<file path="src/rtl/muldiv_hilo_ctrl.sv">
// muldiv_hilo_ctrl
//   Sequencer for the shared multiplier/divider and owner of the HI/LO
//   registers. Issues MULT/MULTU/DIV/DIVU to the Mult/Div units, holds their
//   operands stable, runs the validIn/validOut handshake, commits results to
//   HI/LO, serves MTHI/MTLO/MFHI/MFLO and stalls the core while an operation
//   is in flight.
//
// Parameters
//   WIDTH    datapath width of operands, HI and LO
//   TIMEOUT  cycles to wait for validOut before aborting (4..255)
//
// Ports
//   clk, reset_n                     clock (rising edge), async active-low reset
//   op_valid, op, srca, srcb, flush  core request (op encoding below) and abort
//   op_ready, stall, rd_data         handshake back to the core, MFHI/MFLO data
//   unit_a, unit_b                   latched operands shared by both units
//   mul_valid_in, mul_sign           Mult issue strobe (held) and signedness
//   mul_valid_out, mul_hi, mul_lo    Mult completion pulse and result
//   div_valid_in, div_sign           Div issue strobe (held) and signedness
//   div_valid_out, div_hi, div_lo    Div completion pulse, remainder, quotient
//   hi, lo                           architectural HI/LO registers
//   busy                             an operation is in flight
//   timeout_err                      sticky, set when a unit never answered
module muldiv_hilo_ctrl #(
  parameter int WIDTH   = 32,
  parameter int TIMEOUT = 64
) (
  input  logic             clk,
  input  logic             reset_n,
  input  logic             op_valid,
  input  logic [2:0]       op,
  input  logic [WIDTH-1:0] srca,
  input  logic [WIDTH-1:0] srcb,
  input  logic             flush,
  output logic             op_ready,
  output logic             stall,
  output logic [WIDTH-1:0] rd_data,
  output logic [WIDTH-1:0] unit_a,
  output logic [WIDTH-1:0] unit_b,
  output logic             mul_valid_in,
  output logic             mul_sign,
  input  logic             mul_valid_out,
  input  logic [WIDTH-1:0] mul_hi,
  input  logic [WIDTH-1:0] mul_lo,
  output logic             div_valid_in,
  output logic             div_sign,
  input  logic             div_valid_out,
  input  logic [WIDTH-1:0] div_hi,
  input  logic [WIDTH-1:0] div_lo,
  output logic [WIDTH-1:0] hi,
  output logic [WIDTH-1:0] lo,
  output logic             busy,
  output logic             timeout_err
);

  typedef enum logic [1:0] {
    IDLE     = 2'd0,
    MUL_WAIT = 2'd1,
    DIV_WAIT = 2'd2
  } state_t;

  localparam logic [2:0] OP_MULT  = 3'b000;
  localparam logic [2:0] OP_MULTU = 3'b001;
  localparam logic [2:0] OP_DIV   = 3'b010;
  localparam logic [2:0] OP_DIVU  = 3'b011;
  localparam logic [2:0] OP_MTHI  = 3'b100;
  localparam logic [2:0] OP_MTLO  = 3'b101;
  localparam logic [2:0] OP_MFHI  = 3'b110;
  localparam logic [2:0] OP_MFLO  = 3'b111;

  // Last wait-counter value before the unit is declared dead.
  localparam logic [7:0] CNT_LAST = 8'(TIMEOUT - 1);

  state_t           state_q;
  logic [7:0]       cnt_q;
  logic [WIDTH-1:0] hi_q, lo_q;
  logic [WIDTH-1:0] unit_a_q, unit_b_q;
  logic             mul_vin_q, div_vin_q;
  logic             mul_sign_q, div_sign_q;
  logic             terr_q;

  logic             accept_d;
  logic             cnt_last_d;
  logic [7:0]       cnt_d;

  // Ops are only taken in IDLE; a flush in the same cycle cancels the request.
  assign accept_d   = (state_q == IDLE) && op_valid && !flush;
  assign cnt_last_d = (cnt_q == CNT_LAST);
  assign cnt_d      = cnt_q + 8'd1;

  assign op_ready = accept_d;
  assign stall    = op_valid && !accept_d;

  // MFHI/MFLO return the pre-edge register value; anything else reads as 0.
  always_comb begin
    rd_data = '0;
    if (op_valid) begin
      if (op == OP_MFHI)      rd_data = hi_q;
      else if (op == OP_MFLO) rd_data = lo_q;
    end
  end

  always_ff @(posedge clk or negedge reset_n) begin
    if (!reset_n) begin
      state_q    <= IDLE;
      cnt_q      <= '0;
      hi_q       <= '0;
      lo_q       <= '0;
      unit_a_q   <= '0;
      unit_b_q   <= '0;
      mul_vin_q  <= 1'b0;
      div_vin_q  <= 1'b0;
      mul_sign_q <= 1'b0;
      div_sign_q <= 1'b0;
      terr_q     <= 1'b0;
    end else begin
      case (state_q)
        IDLE: begin
          if (accept_d) begin
            case (op)
              OP_MULT, OP_MULTU: begin
                unit_a_q   <= srca;
                unit_b_q   <= srcb;
                mul_sign_q <= (op == OP_MULT);
                mul_vin_q  <= 1'b1;
                cnt_q      <= '0;
                state_q    <= MUL_WAIT;
              end
              OP_DIV, OP_DIVU: begin
                // Divide by zero is resolved here without engaging the unit.
                if (srcb == '0) begin
                  hi_q <= srca;
                  lo_q <= '1;
                end else begin
                  unit_a_q   <= srca;
                  unit_b_q   <= srcb;
                  div_sign_q <= (op == OP_DIV);
                  div_vin_q  <= 1'b1;
                  cnt_q      <= '0;
                  state_q    <= DIV_WAIT;
                end
              end
              OP_MTHI: hi_q <= srca;
              OP_MTLO: lo_q <= srca;
              default: ;
            endcase
          end
        end

        // Flush outranks a same-cycle completion; completion outranks timeout.
        MUL_WAIT: begin
          if (flush) begin
            mul_vin_q <= 1'b0;
            state_q   <= IDLE;
          end else if (mul_valid_out) begin
            hi_q      <= mul_hi;
            lo_q      <= mul_lo;
            mul_vin_q <= 1'b0;
            state_q   <= IDLE;
          end else if (cnt_last_d) begin
            mul_vin_q <= 1'b0;
            terr_q    <= 1'b1;
            state_q   <= IDLE;
          end else begin
            cnt_q <= cnt_d;
          end
        end

        DIV_WAIT: begin
          if (flush) begin
            div_vin_q <= 1'b0;
            state_q   <= IDLE;
          end else if (div_valid_out) begin
            hi_q      <= div_hi;
            lo_q      <= div_lo;
            div_vin_q <= 1'b0;
            state_q   <= IDLE;
          end else if (cnt_last_d) begin
            div_vin_q <= 1'b0;
            terr_q    <= 1'b1;
            state_q   <= IDLE;
          end else begin
            cnt_q <= cnt_d;
          end
        end

        default: begin
          mul_vin_q <= 1'b0;
          div_vin_q <= 1'b0;
          state_q   <= IDLE;
        end
      endcase
    end
  end

  assign unit_a       = unit_a_q;
  assign unit_b       = unit_b_q;
  assign mul_valid_in = mul_vin_q;
  assign mul_sign     = mul_sign_q;
  assign div_valid_in = div_vin_q;
  assign div_sign     = div_sign_q;
  assign hi           = hi_q;
  assign lo           = lo_q;
  assign busy         = (state_q != IDLE);
  assign timeout_err  = terr_q;

endmodule

</file>
<file path="config.mk">
export PLATFORM = sky130hd
export DESIGN_NAME = muldiv_hilo_ctrl
export DESIGN_NICKNAME = d
export VERILOG_FILES = /design/src/rtl/muldiv_hilo_ctrl.sv
export SDC_FILE = /design/constraint.sdc
export NUM_CORES = 1
export LEC_CHECK = 0
export BUFFER_PORTS_ARGS = -buffer_cell sky130_fd_sc_hd__buf_4
export CORE_ASPECT_RATIO = 1.25
export CORE_MARGIN = 4
export CORE_UTILIZATION = 23
export DETAILED_ROUTE_END_ITERATION = 7
export SLEW_MARGIN = 20
export SYNTH_ARGS = -nofsm -noshare
export SYNTH_HDL_FRONTEND = slang
export SYNTH_SLANG_ARGS = --single-unit
export TNS_END_PERCENT = 20
</file>
<file path="constraint.sdc">
create_clock -name clk -period 2 [get_ports clk]
set_input_delay 0.3 -clock clk [delete_from_list [all_inputs] [get_ports clk]]
set_output_delay 0.3 -clock clk [all_outputs]
set_load 0.01 [all_outputs]
</file>
==> key figures, run 1 <==
STA
  – Slew headroom: 0.640
  – Slew @ Worst Pin: 0.539 ns
  – Final Critical Period: between 2 and 2.5 ns
  – F_max: 0.448 GHz
  – Max-slew violations: 0
  – Final setup violation count: 67
  – Clock Skews: between 0.01 and 0.015 ns
  – Final period util: 1.11
  – RSZ-0062 raised after global routing: true
  – Setup ws final: -0.230 ns
  – Final hold violations: 0
  – Final setup TNS: -10.95 ns

Floorplanning
  – CORE AREA: roughly 32000 um^2
  – Die H: around 210 um
  – Initial cell density of the core: 0.234
  – Die width: ~170 um
  – IO Pins: ~370
  – Die area: 35600 um^2
  – Num rows: 73

Drt
  – Vias: 7254
  – DRT antenna net count: 0
  – Drt wl/cell: between 20 and 25 um
  – Vias per cell: 4.75
  – DRC violations left: 0
  – Drt first-iter violations: 270
  – Post-Route WL: just over 30000 um
  – First-pass DRT Iterations: 4

Critical path
  – Max FO, Critical Path: 6
  – Worst EP required: 2.31 ns
  – Critical path class: flop to flop
  – Critical Path Source Type: flop
  – R2R setup slack: -0.23 ns
  – Crit path DAT: approximately 2.5 ns
  – Crit. End Element: flop

Yosys
  – Post-Synth XOR/XNOR Area: 0
  – Area leader, netlist: dfrtp_1
  – Yosys warns: 0
  – Synthesized area per cell: about 11 um^2
  – Async set or reset register ratio after synthesis: 1.00
  – Share of the synthesized area in the top cell type: 0.478
  – Synth Area in Compound Gates: 0.169
  – Mapped Cells: between 600 and 700
  – Number of synthesized register bits: 143
  – Synth top area cells: dfrtp_1 (48%), mux2_2 (12%), a22oi_1 (9.6%), mux2_1 (7.2%), a21oi_1 (4.6%)
  – Mux cell area share after synthesis: 0.194
  – Most frequent cell after synthesis: dfrtp_1
  – Commonest cells post-synth: dfrtp_1 (143), a22oi_1 (96), mux2_2 (80), nor2_1 (75), a21oi_1 (69)
  – Mapped cell area: between 7000 and 8000 um^2
  – Count of flip-flops with a built-in enable after synthesis: 0
  – Syn Nets: between 900 and 1k
  – Post-Synth Adder-Cell Area: 0.00835
  – Synth unique cells: 44
  – Synth Area in Simple Gates: 0.112
  – Largest family of logic cells by synthesized area: multiplexers
  – Main synth FF type: dfrtp_1
  – Sequential share of the synthesized area: 0.478

Status
  – Violated checks: setup timing
  – Status: complete, but fails checks

Final layout
  – Nets: about 1.3k
  – Ant diodes: 0
  – Synth-to-layout area growth: 64.2%
  – Finished Cell Area: 12300 um^2
  – Reg area: 3580 um^2
  – Layout cells sized above 1: 0.556
  – Multi-input gate area: slightly below 4000 um^2
  – Filler cells: about 3.2k

Placed design
  – Place WS: -0.427 ns
  – Post-DP Area: 11200 um^2
  – DP HPWL: ~22000 um
  – Port Buffer Count: approximately 370
  – Routability cong.: between 0.7 and 0.8

Power and ir drop
  – Total power: between 15 and 20 mW
  – Leak pwr: roughly 5.6 nW
  – Maximum vdd drop: between 0.5 and 0.6 mV
  – Power Dens Cells: 1440 nW/um^2

Clocking
  – CTS Sinks: roughly 140
  – CTS tree: built
  – Clock Path Buffers: 2
  – H-tree levels: 4
  – Clock-pin slew on the worst setup and hold paths: 0.07 ns
  – Total CTS buffers: 17
  – Clk_lat worst skew: around 0.42 ns
  – Clock root buffer: clkbuf_16

Run
  – Number of max-cap violations: 0

Global routing
  – GRT overflow: 0
  – Largest net degree at the start of global routing: 74
  – Gr usage total: 0.165
  – Initial antenna violation count: 1
  – Vias in the first global route: approximately 7.6k
  – First-pass GRT wire length: approximately 45000 um

Worst hold path
  – Hold/Removal Path Class: primary input to flop
critical path, cell delays in order, from the launching register on:
cell	delay, ns
dfrtp_2	0.46
buf_6	0.14
ha_4	0.15
a221o_1	0.30
nor4_2	0.19
buf_4	0.15
or2_4	0.16
buf_12	0.13
buf_16	0.13
mux2_4	0.30
cells by family after synthesis:
kind of cell               after synthesis
AOI/OAI and AO/OA                      192
and+or+nand+nor                        164
muxes                                  129
adders and majority gates                5
buffers and inverters                   64
DFF                                    143
flip-flops by register name, indices dropped and copies added, names as in the netlist:
signal,flops
unit_b,32
mul_sign,1
div_sign,1
state_q,2
div_valid_in,1
cnt_q,8
hi,32
lo,32
timeout_err,1
mul_valid_in,1
unit_a,32
placed cells by master, fill, tap and decap left out, types with 2 or more instances in the layout:
cell	instances
dfrtp_2	2
nor2b_1	34
mux2_4	42
dfrtp_1	141
a21o_1	2
a22o_1	2
clkinvlp_4	3
nand2_1	10
and3_1	5
mux2_1	8
buf_4	418
nor2_1	71
inv_6	4
nor4_1	11
or2_4	2
inv_1	2
nor4bb_1	2
clkinv_4	3
clkbuf_16	17
inv_2	3
nor4b_2	3
mux2_2	78
nor2_4	3
buf_6	7
nand4_1	3
ha_4	4
nand3_1	4
a22oi_1	96
a21oi_1	67
buf_12	15
bufinv_16	2
a221o_1	6
a21oi_2	2
o21ai_0	9
nand2b_1	4
buf_16	5
through the flow:
stage	util	hold slack, ns	cells
5_1_grt	0.385	0.0846	1528
6_report	0.385	0.0935	1528
3_3_place_gp	0.351	0.304	1482
4_1_cts	0.383	0.0613	1528
3_5_place_dp	0.351	0.309	1482
2_1_floorplan	-	0.00441	697
per-layer routing:
layer	wire length, um	track usage	vias up
li1	-	-	3389
met1	12100	0.193	3573
met2	15700	0.295	259
met3	2300	0.0439	31
met4	656	0.0489	2
met5	13	0	-
repair_timing:
action	4_1_cts	5_1_grt
endpoints found under the setup margin	73	74
buffers inserted	9	0
hold buffers	1	0
gates cloned	5	0
pin swaps	8	4
gates resized for setup	50	13
hold endpoints to repair	44	0
power breakdown:
group | total (mW) | leakage, nW | switching (mW) | internal, mW
logic | 9.36 | 3.63 | 4.19 | 5.17
registers | 5.05 | 1.65 | 0.886 | 4.17
clock network | 3.30 | 0.283 | 1.40 | 1.90
total | 17.7 | 5.56 | 6.48 | 11.2
layout make-up:
type	instances	share of cell area
Timing Repair Buffer	446	0.298
Tap cell	412	0.0419
Clock buffer	19	0.0360
Inverter	5	0.00153
Clock inverter	13	0.0126
Multi-Input combinational cell	490	0.319
Sequential cell	143	0.291
path summary, 6_finish.rpt:
path                             start           to  cells after the start
max                         state_q[0]       hi[19]                      9
min                              op[0]     div_sign                      2
max reg2reg                 state_q[0]       hi[19]                      9
min reg2reg                timeout_err  timeout_err                      1
max in group asynchronous      reset_n   state_q[1]                      3
min in group asynchronous      reset_n   unit_b[15]                      2
(Power assumes the default switching activity.)
==> run 2: changes to the inputs <==
--- a/config.mk
+++ b/config.mk
@@ -9,6 +9,7 @@
 export CORE_ASPECT_RATIO = 1.25
 export CORE_MARGIN = 4
 export CORE_UTILIZATION = 23
+export CTS_BUF_LIST = sky130_fd_sc_hd__clkbuf_16
 export DETAILED_ROUTE_END_ITERATION = 7
 export SLEW_MARGIN = 20
 export SYNTH_ARGS = -nofsm -noshare
==> key figures, run 2 (synthesis results as in run 1) <==
Final layout
  – Synth-to-layout area growth: 64.1% (was 64.2%)
  – Commonest cells after routing, fill and taps aside: buf_4 (418), dfrtp_1 (141), a22oi_1 (96), mux2_2 (78), nor2_1 (71) (unchanged)
  – Layout cells sized above 1: 0.556 (about the same)
  – Finished Cell Area: 12300 um^2 (about the same)
  – Ant diodes: 0 (unchanged)
  – Final std cells w/o fill: 1528 (unchanged)
  – Commonest non-fill, non-tap cell in the layout: buf_4 (unchanged)
  – Nets: 1309 (unchanged)

Placed design
  – Routability cong.: 0.783 (unchanged)
  – Port Buffer Count: 368 (unchanged)
  – Placed insts: 1482 (unchanged)
  – Post-DP Area: 11200 um^2 (unchanged)
  – DP HPWL: 22400 um (unchanged)

Drt
  – Drt first-iter violations: 270 (unchanged)
  – Drt wl/cell: 20.1 um (about the same)
  – DRC violations left: 0 (unchanged)
  – Vias: 7254 (unchanged)
  – Post-Route WL: 30700 um (about the same)
  – DRT antenna net count: 0 (unchanged)
  – Vias per cell: 4.75 (unchanged)
  – First-pass DRT Iterations: 4 (unchanged)

Global routing
  – Vias in the first global route: 7552 (unchanged)
  – First-pass GRT wire length: 45200 um (unchanged)
  – Largest net degree at the start of global routing: 74 (unchanged)
  – Initial antenna violation count: 1 (unchanged)
  – Gr usage total: 0.165 (unchanged)
  – GRT overflow: 0 (unchanged)

Clocking
  – Clock-pin slew on the worst setup and hold paths: 0.07 ns (about the same)
  – CTS tree: built (unchanged)
  – Clock root buffer: clkbuf_16 (unchanged)
  – Total CTS buffers: 17 (unchanged)
  – H-tree levels: 4 (unchanged)
  – Clock Path Buffers: 2 (unchanged)
  – Clk_lat worst skew: 0.42 ns (about the same)
  – CTS Sinks: 143 (unchanged)

Floorplanning
  – Initial cell density of the core: 0.234 (unchanged)
  – Die area: 35600 um^2 (unchanged)
  – CORE AREA: 32000 um^2 (unchanged)
  – Die width: 169 um (unchanged)
  – IO Pins: 369 (unchanged)
  – Die H: 210 um (unchanged)
  – Num rows: 73 (unchanged)

Power and ir drop
  – Clk pwr share: 0.184 (was 0.186)
  – NetSw: 6.47 mW (was 6.48 mW)
  – Comb power frac: 0.530 (was 0.529)
  – Leak pwr: 5.56 nW (about the same)
  – Sw Share: 0.366 (about the same)
  – Flop pwr share: 0.286 (was 0.285)
  – Maximum vdd drop: 0.536 mV (about the same)
  – Power Dens Cells: 1440 nW/um^2 (about the same)
  – Pint: 11.2 mW (about the same)

Status
  – Violated checks: setup timing (unchanged)
  – Status: complete, but fails checks (unchanged)

Worst hold path
  – Hold/Removal Path Class: primary input to flop (unchanged)

STA
  – Final hold slack: 0.0935 ns (about the same)
  – Final hold violations: 0 (unchanged)
  – Setup ws final: -0.230 ns (unchanged)
  – Max-slew violations: 0 (unchanged)
  – Final Critical Period: 2.23 ns (unchanged)
  – Clock Skews: 0.0110 ns (unchanged)
  – Final period util: 1.11 (unchanged)
  – RSZ-0062 raised after global routing: true (unchanged)
  – Slew @ Worst Pin: 0.539 ns (unchanged)
  – F_max: 0.448 GHz (unchanged)
  – Final setup violation count: 67 (unchanged)
  – Slew headroom: 0.640 (unchanged)

Critical path
  – Critical path class: flop to flop (unchanged)
  – Crit path DAT: 2.54 ns (about the same)
  – CP max-delay cell: dfrtp_2 (unchanged)
  – Worst-path cell chain: buf_6 > ha_4 > a221o_1 > nor4_2 > buf_4 > or2_4 > buf_12 > buf_16 > mux2_4 (unchanged)
  – Crit. End Element: flop (unchanged)
  – Max FO, Critical Path: 6 (unchanged)
  – Critical Path Source Type: flop (unchanged)
  – R2R setup slack: -0.23 ns (about the same)
  – Worst EP required: 2.31 ns (about the same)
  – Slowest stage delay, CP: 0.46 ns (about the same)

Run
  – Number of max-cap violations: 0 (unchanged)
-- run 2: cell count changes in the layout (fill, tap and decap cells not counted) --
cell,delta
inv_1,+1
clkbuf_1,-1
clkbuf_8,-1
clkinv_1,+1
-- run 2: final timing paths --
path                                  start          end  cells past startpoint
worst max-delay path             state_q[0]       hi[19]                      9
worst min-delay path                  op[0]     div_sign                      2
worst max register to register   state_q[0]       hi[19]                      9
worst min register to register  timeout_err  timeout_err                      1
max in group asynchronous           reset_n   state_q[1]                      3
min in group asynchronous           reset_n   unit_b[15]                      2
-- run 2: final cells by class --
class,instances,area [um^2]
multi-input cells,490,3930
fillers,3160,19700
clock inverters,15,163
clock buffers,17,425
inverters,5,18.8
well taps,412,515
flip-flops and latches,143,3580
repair buffers,446,3660
-- run 2: through the flow --
stage / TNS [ns] / worst slack [ns] / power (mW) / util
after floorplan: -3.06 / -0.0890 / 9.29 / -
after global placement: -46.84 / -0.416 / 13.1 / 0.351
after detailed placement: -48.28 / -0.427 / 13.4 / 0.351
after CTS: -15.43 / -0.295 / 17.9 / 0.383
after global routing: -16.77 / -0.319 / 18.8 / 0.385
final: -10.96 / -0.230 / 17.7 / 0.385
-- run 2: critical path, delay by kind of cell (launching register included) --
kind / cells / cell delay (ns)
compound gates: 1 / 0.30
fa+ha+maj: 1 / 0.15
buf+inv: 4 / 0.55
flops: 1 / 0.46
mux: 1 / 0.30
simple gates: 2 / 0.35
-- run 2: power by group through the flow --
stage / Combinational [mW] / Clock [mW] / Sequential, mW
finish: 9.36 / 3.25 / 5.05
global route: 10.1 / 3.48 / 5.23
CTS: 9.47 / 3.38 / 5.06
detailed placement: 8.28 / 0 / 5.08
global placement: 8.12 / 0 / 5.03
floorplan: 3.82 / 0 / 5.46
-- run 2: what timing repair did --
action	in CTS	in global routing
buffers inserted	9	0
setup endpoints to repair	73	74
endpoints found under the hold margin	44	0
hold buffers	1	0
resized for setup	50	13
cloned	5	0
pin swaps	8	4
-- run 2: metal layers --
metal | routed length [um] | vias to the layer above | part of all wire | track usage
li1 | - | 3389 | - | -
met1 | 12100 | 3573 | 0.39 | 0.193
met2 | 15700 | 259 | 0.51 | 0.295
met3 | 2300 | 31 | 0.075 | 0.0439
met4 | 656 | 2 | 0.021 | 0.0489
met5 | 13 | - | 0.00042 | 0
==> run 3: changes to the inputs <==
==> constraint.sdc (replaced) <==
create_clock -name clk -period 2 [get_ports clk]
set_input_delay 0.3 -clock clk [delete_from_list [all_inputs] [get_ports clk]]
set_output_delay 0.3 -clock clk [all_outputs]
set_load 0.02 [all_outputs]
==> key figures, run 3 (synthesis results as in run 1) <==
Status
  – Status: complete, but fails checks (unchanged)
  – Violated checks: setup timing (unchanged)

Drt
  – Post-Route WL: 30500 um (was 30700 um)
  – First-pass DRT Iterations: 5 (was 4)
  – DRC violations left: 0 (unchanged)
  – DRT antenna net count: 0 (unchanged)
  – Vias per cell: 4.78 (was 4.75)
  – Vias: 7293 (was 7254)
  – Drt wl/cell: 20.0 um (was 20.1 um)
  – Drt first-iter violations: 335 (was 270)

STA
  – Final setup violation count: 64 (was 67)
  – Final period util: 1.07 (was 1.11)
  – Setup ws final: -0.135 ns (was -0.230 ns)
  – RSZ-0062 raised after global routing: true (unchanged)
  – Final hold violations: 0 (unchanged)
  – Slew @ Worst Pin: 0.545 ns (was 0.539 ns)
  – Slew headroom: 0.637 (was 0.640)
  – Final setup TNS: -4.99 ns (was -10.96 ns)
  – Max-slew violations: 0 (unchanged)
  – Clock Skews: 0.0104 ns (was 0.0110 ns)
  – F_max: 0.468 GHz (was 0.448 GHz)
  – Final Critical Period: 2.13 ns (was 2.23 ns)

Clocking
  – Total CTS buffers: 17 (unchanged)
  – Clock root buffer: clkbuf_16 (unchanged)
  – Clk_lat worst skew: 0.42 ns (about the same)
  – Clock Path Buffers: 2 (unchanged)
  – CTS Sinks: 143 (unchanged)
  – Clock-pin slew on the worst setup and hold paths: 0.07 ns (about the same)
  – CTS tree: built (unchanged)
  – H-tree levels: 4 (unchanged)

Final layout
  – Ant diodes: 0 (unchanged)
  – Final std cells w/o fill: 1525 (was 1528)
  – Commonest cells after routing, fill and taps aside: buf_4 (416), dfrtp_1 (142), a22oi_1 (96), mux2_2 (78), nor2_1 (70) (was buf_4 (418), dfrtp_1 (141), a22oi_1 (96), mux2_2 (78), nor2_1 (71))
  – Synth-to-layout area growth: 63.3% (was 64.1%)
  – Layout cells sized above 1: 0.554 (was 0.556)
  – Commonest non-fill, non-tap cell in the layout: buf_4 (unchanged)
  – Filler cells: 3234 (was 3160)
  – Nets: 1306 (was 1309)

Worst hold path
  – Hold wc startpoint: op[0] (unchanged)
  – Hold Path Depth: 2 (unchanged)
  – WHS Endpoint: mul_sign (was div_sign)
  – Hold/Removal Path Class: primary input to flop (unchanged)

Global routing
  – Largest net degree at the start of global routing: 74 (unchanged)
  – Gr usage total: 0.163 (was 0.165)
  – First-pass GRT wire length: 45000 um (was 45200 um)
  – GRT overflow: 0 (unchanged)
  – Vias in the first global route: 7659 (was 7552)
  – Initial antenna violation count: 1 (unchanged)

Power and ir drop
  – Pint: 11.0 mW (was 11.2 mW)
  – Maximum vdd drop: 0.636 mV (was 0.536 mV)
  – Leak pwr: 5.52 nW (was 5.56 nW)
  – NetSw: 7.39 mW (was 6.47 mW)
  – Flop pwr share: 0.275 (was 0.286)
  – Comb power frac: 0.550 (was 0.530)
  – Sw Share: 0.401 (was 0.366)
  – Clk pwr share: 0.176 (was 0.184)
  – Total power: 18.4 mW (was 17.7 mW)
  – Power Dens Cells: 1510 nW/um^2 (was 1440 nW/um^2)

Critical path
  – R2R depth: 7 (was 9)
  – Critical path class: flop to flop (unchanged)
  – Max FO, Critical Path: 9 (was 6)
  – Crit. End Element: flop (unchanged)
  – Critical Path Source Type: flop (unchanged)
  – R2R setup slack: -0.13 ns (was -0.23 ns)
  – Critical R2R Capture: hi[23] (was hi[19])
  – R2R Path Start: state_q[0] (unchanged)
  – Worst EP required: 2.30 ns (was 2.31 ns)
  – Crit path DAT: 2.43 ns (was 2.54 ns)

Floorplanning
  – Die area: 35600 um^2 (unchanged)
  – IO Pins: 369 (unchanged)
  – Initial cell density of the core: 0.234 (unchanged)
  – Die H: 210 um (unchanged)
  – Num rows: 73 (unchanged)
  – CORE AREA: 32000 um^2 (unchanged)
  – Die width: 169 um (unchanged)

Placed design
  – Placed insts: 1482 (unchanged)
  – Port Buffer Count: 368 (unchanged)
  – DP HPWL: 22500 um (was 22400 um)
  – Place WS: -0.479 ns (was -0.427 ns)
  – Routability cong.: 0.785 (was 0.783)

Run
  – Number of max-cap violations: 0 (unchanged)
run 3: cell types whose count changed in the layout (fill, tap and decap cells not counted), sizes merged:
cell	delta
buf	-4
clkinv	+2
clkbuf	+1
clkinvlp	-1
inv	-1
run 3: power groups by stage:
stage	registers [mW]	logic [mW]	clock network, mW
after floorplan	6.38	3.87	0
after global placement	5.03	9.14	0
after detailed placement	5.07	9.29	0
after CTS	5.06	10.1	3.38
after global routing	5.22	10.8	3.48
final	5.06	10.1	3.24
run 3: layout make-up:
class	count	area (um^2)	area share
multi-input cells	490	3940	0.322
clock buffers	17	425	0.0348
well taps	412	515	0.0421
clock inverters	15	164	0.0134
repair buffers	443	3590	0.294
inverters	5	18.8	0.00153
flip-flops and latches	143	3580	0.293
run 3: critical path, stage by stage, from the launching register on:
cell and delay [ns]:
dfrtp_1 0.43, inv_2 0.07, ha_4 0.16, a221o_1 0.40, nor4_4 0.17, or2_4 0.21, buf_4 0.22, mux2_1 0.34
run 3: per-stage QoR:
| stage | hold WS [ns] | instance area [um^2] | util |
|---|---|---|---|
| after floorplan | 0.00441 | 7570 | - |
| after global placement | 0.304 | 11200 | 0.352 |
| after global routing | 0.0973 | 12200 | 0.383 |
| after detailed placement | 0.309 | 11200 | 0.352 |
| final | 0.106 | 12200 | 0.383 |
| after CTS | 0.0783 | 12100 | 0.379 |
run 3: timing repair:
| action | CTS | global route |
|---|---|---|
| cloned | 2 | 1 |
| endpoints found under the setup margin | 73 | 139 |
| pin swaps | 7 | 2 |
| buffers inserted | 6 | 1 |
| gates resized for setup | 46 | 13 |
| endpoints found under the hold margin | 44 | 0 |
| hold buffers | 1 | 0 |
run 3: worst max-delay path by stage:
stage / slack, ns / startpoint / to / depth (start not counted)
2_1_floorplan: -0.09 / state_q[0] / hi[11] / 9
3_3_place_gp: -0.43 / srcb[29] / hi[31] / 7
3_5_place_dp: -0.48 / srcb[17] / hi[31] / 7
4_1_cts: -0.24 / state_q[0] / hi[1] / 7
5_1_grt: -0.24 / state_q[0] / hi[29] / 7
6_report: -0.13 / state_q[0] / hi[23] / 7
run 3: per-layer routing:
layer,routed length (um),GRT usage,up-vias
met2,15700,0.288,254
met3,2110,0.0463,27
li1,-,-,3389
met1,12200,0.193,3621
met5,13,0,-
met4,463,0.0436,2
